$ cat config.mk
export PLATFORM = sky130hd
export DESIGN_NAME = half_adder
export DESIGN_NICKNAME = d
export VERILOG_FILES = /design/src/rtl/half_adder.sv
export SDC_FILE = /design/constraint.sdc
export NUM_CORES = 1
export LEC_CHECK = 0
export ABC_AREA = 1
export BUFFER_PORTS_ARGS = -buffer_cell sky130_fd_sc_hd__clkbuf_2
export CAP_MARGIN = 20
export CORE_MARGIN = 5
export CORE_UTILIZATION = 33
export DETAILED_ROUTE_END_ITERATION = 7
export PLACE_DENSITY = 0.51
export RECOVER_POWER = 100
export SLEW_MARGIN = 20
export SYNTH_ARGS = -nofsm -noshare
export SYNTH_HDL_FRONTEND = slang
export SYNTH_SLANG_ARGS = --single-unit
$ cat constraint.sdc
create_clock -name clk -period 2.3 [get_ports clk]
set_clock_uncertainty 0.15 [all_clocks]
set_input_delay 0.345 -clock clk [delete_from_list [all_inputs] [get_ports clk]]
set_output_delay 0.345 -clock clk [all_outputs]
set_load 0.02 [all_outputs]
$ cat src/rtl/half_adder.sv
`default_nettype none
// ============================================================================
// Module   : half_adder
// Purpose  : Bit-parallel half adder. Each of WIDTH independent lanes
//            computes sum = a ^ b and carry = a & b. Combinational results
//            are offered directly. Registered copies with a valid strobe
//            serve pipelined datapaths. A saturating counter accumulates
//            the number of lane carries seen on qualified cycles.
// Ports    : clk        in   1      system clock, rising edge
//            rst_n      in   1      asynchronous active-low reset
//            a          in   WIDTH  operand A, one bit per lane
//            b          in   WIDTH  operand B, one bit per lane
//            in_valid   in   1      qualifies a/b for registers and counter
//            clr_cnt    in   1      synchronous clear of carry_cnt
//            sum        out  WIDTH  combinational a ^ b
//            carry      out  WIDTH  combinational a & b
//            sum_q      out  WIDTH  registered sum
//            carry_q    out  WIDTH  registered carry
//            out_valid  out  1      sum_q/carry_q updated on the last edge
//            carry_cnt  out  CNT_W  saturating count of lane carries
// Revision : 1.0 - initial release
// ============================================================================
module half_adder #(
    parameter int WIDTH = 1,
    parameter int CNT_W = 16
) (
    input  logic             clk,
    input  logic             rst_n,
    input  logic [WIDTH-1:0] a,
    input  logic [WIDTH-1:0] b,
    input  logic             in_valid,
    input  logic             clr_cnt,
    output logic [WIDTH-1:0] sum,
    output logic [WIDTH-1:0] carry,
    output logic [WIDTH-1:0] sum_q,
    output logic [WIDTH-1:0] carry_q,
    output logic             out_valid,
    output logic [CNT_W-1:0] carry_cnt
);

    // Popcount of WIDTH bits needs enough bits to represent WIDTH itself.
    localparam int POP_W = $clog2(WIDTH + 1);
    // Counter plus popcount is evaluated at this wider size so the
    // saturation compare cannot be fooled by a wrapped sum.
    localparam int SUM_W = CNT_W + POP_W;
    localparam logic [SUM_W-1:0] C_CNT_MAX = {{POP_W{1'b0}}, {CNT_W{1'b1}}};

    logic [WIDTH-1:0] w_sum;
    logic [WIDTH-1:0] w_carry;
    logic [POP_W-1:0] w_pop;
    logic [SUM_W-1:0] w_cnt_ext;
    logic [CNT_W-1:0] w_cnt_next;

    logic [WIDTH-1:0] r_sum;
    logic [WIDTH-1:0] r_carry;
    logic             r_valid;
    logic [CNT_W-1:0] r_cnt;

    // Lanes are fully independent: no carry ripples between them.
    generate
        for (genvar i = 0; i < WIDTH; i++) begin : g_lane
            assign w_sum[i]   = a[i] ^ b[i];
            assign w_carry[i] = a[i] & b[i];
        end
    endgenerate

    assign sum   = w_sum;
    assign carry = w_carry;

    // Number of lanes producing a carry this cycle.
    always_comb begin
        w_pop = '0;
        for (int i = 0; i < WIDTH; i++) begin
            w_pop = w_pop + POP_W'(w_carry[i]);
        end
    end

    always_comb begin
        w_cnt_ext  = {{POP_W{1'b0}}, r_cnt} + {{CNT_W{1'b0}}, w_pop};
        w_cnt_next = w_cnt_ext[CNT_W-1:0];
        if (w_cnt_ext > C_CNT_MAX) begin
            w_cnt_next = {CNT_W{1'b1}};
        end
    end

    // Data/valid pipeline stage. Data holds when not qualified, while the
    // strobe always reflects whether this edge performed a capture.
    always_ff @(posedge clk or negedge rst_n) begin
        if (!rst_n) begin
            r_sum   <= '0;
            r_carry <= '0;
            r_valid <= 1'b0;
        end else begin
            if (in_valid) begin
                r_sum   <= w_sum;
                r_carry <= w_carry;
            end
            r_valid <= in_valid;
        end
    end

    // Carry-event counter; clear wins over a simultaneous increment.
    always_ff @(posedge clk or negedge rst_n) begin
        if (!rst_n) begin
            r_cnt <= '0;
        end else if (clr_cnt) begin
            r_cnt <= '0;
        end else if (in_valid) begin
            r_cnt <= w_cnt_next;
        end
    end

    assign sum_q     = r_sum;
    assign carry_q   = r_carry;
    assign out_valid = r_valid;
    assign carry_cnt = r_cnt;

endmodule
`default_nettype wire

==> flow_summary_export.csv <==
group,metric,value,unit
detailed_routing,first_pass_iters,4,
critical_path,cp_slowest_cell,"dfrtp_1",
power_and_ir_drop,clkPwrFrac,0.375,
status,outcome,"completed",
yosys,async_reset_ff_frac,1.000,
sta,fin_crit_sh,0.7921,
critical_path,timing_worst_setup_path_type,"flop to flop",
detailed_routing,drc,0,
final_layout,final_core_util,0.3959,
power_and_ir_drop,p_total,0.6588,mW
sta,drv_slew,0,
yosys,netlist_instances,173,
global_route,gr-usage-all-layers,0.1355,
critical_path,critPathMaxFanout,10,
yosys,synth.area.top_cells,"dfrtp_1 38%, nand2_1 22%, nand3_1 5.5%, xor2_1 4.8%, inv_1 4.2%",
sta,layout_min_cycle_time,1822,ps
critical_path,critPathArrivalTime,1870,ps
yosys,ys_types,25,
critical_path,endpoint_kind,"flop",
global_route,grt_max_degree,20,
power_and_ir_drop,p_leak,0.8163,nW
yosys,yosys_warnings,0,
global_route,antenna_found_initial,0,
critical_path,slowest_delay,400,ps
detailed_routing,via_per_inst,4.817,
global_route,grt_overflow,0,
die,die_w,71.92,µm
yosys,netlist_area,1265,µm²
yosys,synth_seq_area_share,0.3759,
sta,worst_pin_slew,1096,ps
sta,fin_setup_tns,0,ps
clock_tree,cts_tree,"yes",
power_and_ir_drop,power_density,451.2,nW/µm²
yosys,synth_largest_area_cell,"dfrtp_1",
yosys,synth_common_cells,"73 x nand2_1, 19 x dfrtp_1, 14 x inv_1, 14 x nand3_1, 13 x nor2_1",
sta,fin_hold_ws,125.4,ps
flow_run,maxCapViolCount,0,
power_and_ir_drop,p_sw_frac,0.2646,
yosys,synth_nets,182,
die,coreArea,3689,µm²
sta,maxClockFrequency,0.5489,GHz
yosys,syn-mean-instance-area,7.312,µm²
place,gp_congestion,0.8646,
critical_path,required,2350,ps
yosys,yosysMostFrequentCell,"nand2_1",
critical_path,cp_cell_sequence,"ha_1 -> nand2_4 -> nor2_8 -> nand2_4 -> clkinv_4 -> nand3_1 -> nand3_1 -> nand2_1 -> nand2_1",
final_layout,antenna_cells,0,
power_and_ir_drop,switching_power,0.1743,mW
die,placementRows,22,
yosys,ys.flop_type,"dfrtp_1",
detailed_routing,routedWlPerCell,12.64,µm
clock_tree,clk_path_buf_depth,2,
worst_hold_path,hp-class,"primary input to flop",
power_and_ir_drop,seqPwrFrac,0.528,
sta,finalHoldViolations,0,
yosys,ys_ff_latch,19,
clock_tree,cts_num_sinks,19,
die,die-area,5172,µm²
detailed_routing,drt_iter0_drc,40,
power_and_ir_drop,power_frac_comb,0.097,
global_route,grt_pass1_vias,1256,
clock_tree,htreeDepth,1,
final_layout,area_growth,15.43,%
final_layout,nets,214,
detailed_routing,ant_nets,0,
clock_tree,clock_latency,260,ps
power_and_ir_drop,vdd_drop_max,0.2144,mV
die,die_h,71.92,µm
sta,maxSlewHeadroom,0.2696,
clock_tree,clk_pin_slew_worst_paths,80,ps
clock_tree,cts_buffers,3,
clock_tree,cts-root-buf,"clkbuf_8",
sta,rsz0062_at_grt,"no",
yosys,synth_edf_count,0,
sta,setup_viol,0,
global_route,grt_pass1_wl,5.678,mm
detailed_routing,vias,1214,
clock_tree,cts-resized-gates,0,
detailed_routing,wirelength,3.186,mm
place,io_buffer_count,26,
critical_path,start_kind,"flop",
final_layout,drive_gt1_frac,0.1029,
yosys,synth_top_area_share,0.3759,
place,hpwl,2.392,mm
power_and_ir_drop,p_int,0.4845,mW
die,io_pins,27,
die,initial_core_util,0.3429,
==> registers in the layout, indices dropped and copies added (netlist names) <==
name,count
carry_cnt,16
carry_q,1
out_valid,1
sum_q,1
==> cell type report <==
cell class | instances | area, µm²
Tap cell | 48 | 60.06
Timing Repair Buffer | 29 | 125.1
Multi-Input combinational cell | 135 | 685.7
Inverter | 17 | 68.82
Sequential cell | 19 | 475.5
Fill cell | 433 | 2228
Clock buffer | 4 | 45.04
==> metal layers <==
layer  wire (µm)  track usage
met2        1522       0.2296
met3         189      0.03047
met5           0            0
met1        1410       0.1688
met4          63      0.04802
==> cell families (layout without fill, tap and decap cells) <==
logic type | Yosys count | after routing | synth area share
fa+ha+maj | 3 | 3 | 0.02968
mux | 2 | 2 | 0.01780
buf+inv | 19 | 50 | 0.06627
simple gates | 113 | 113 | 0.4174
xor+xnor | 8 | 8 | 0.05539
compound gates | 9 | 9 | 0.03759
flops | 19 | 19 | 0.3759
==> worst paths after layout <==
| kind | startpoint | endpoint | slack (ps) | depth (start not counted) |
|---|---|---|---|---|
| max | carry_cnt[0] | carry_cnt[15] | 480 | 9 |
| min | in_valid | out_valid | 130 | 1 |
| max reg2reg | carry_cnt[0] | carry_cnt[15] | 480 | 9 |
| min reg2reg | carry_q | carry_q | 370 | 1 |
| max in group asynchronous | rst_n | out_valid | 690 | 2 |
| min in group asynchronous | rst_n | carry_cnt[6] | 650 | 2 |
==> repair_timing <==
action	in CTS	in global routing
hold endpoints to repair	19	0
hold buffers	1	0
setup buffers	0	0
==> critical path, delay by kind of cell, from the launching register on <==
family / cells / cell delay [ps]
fa+ha+maj: 1 / 210
buf+inv: 1 / 40
flops: 1 / 400
simple gates: 7 / 950
==> power by group through the flow <==
stage | logic [mW] | clock network, mW | registers (mW)
after global placement | 0.0671 | 0 | 0.354
final | 0.0637 | 0.247 | 0.348
after floorplan | 0.0279 | 0 | 0.364
after global routing | 0.0723 | 0.264 | 0.349
after detailed placement | 0.0686 | 0 | 0.355
after CTS | 0.0701 | 0.254 | 0.348
==> through the flow <==
stage | setup slack [ps] | instance area (µm²) | instances
5_1_grt | 315.3 | 1460 | 252
4_1_cts | 687.8 | 1510 | 252
2_1_floorplan | 532.6 | 1265 | 173
3_5_place_dp | 427.4 | 1455 | 247
3_3_place_gp | 481.0 | 1455 | 247
6_report | 478.1 | 1460 | 252
==> cell usage in the layout (no fill, tap or decap), types with 5 or more instances in the layout <==
cell type and n:
nor2_1 14, nand2_1 73, clkbuf_1 25, xor2_1 7, nand3_1 15, dfrtp_1 19
o21ai_0 5, inv_1 14
Note: power is estimated with default switching activity, not from simulation.
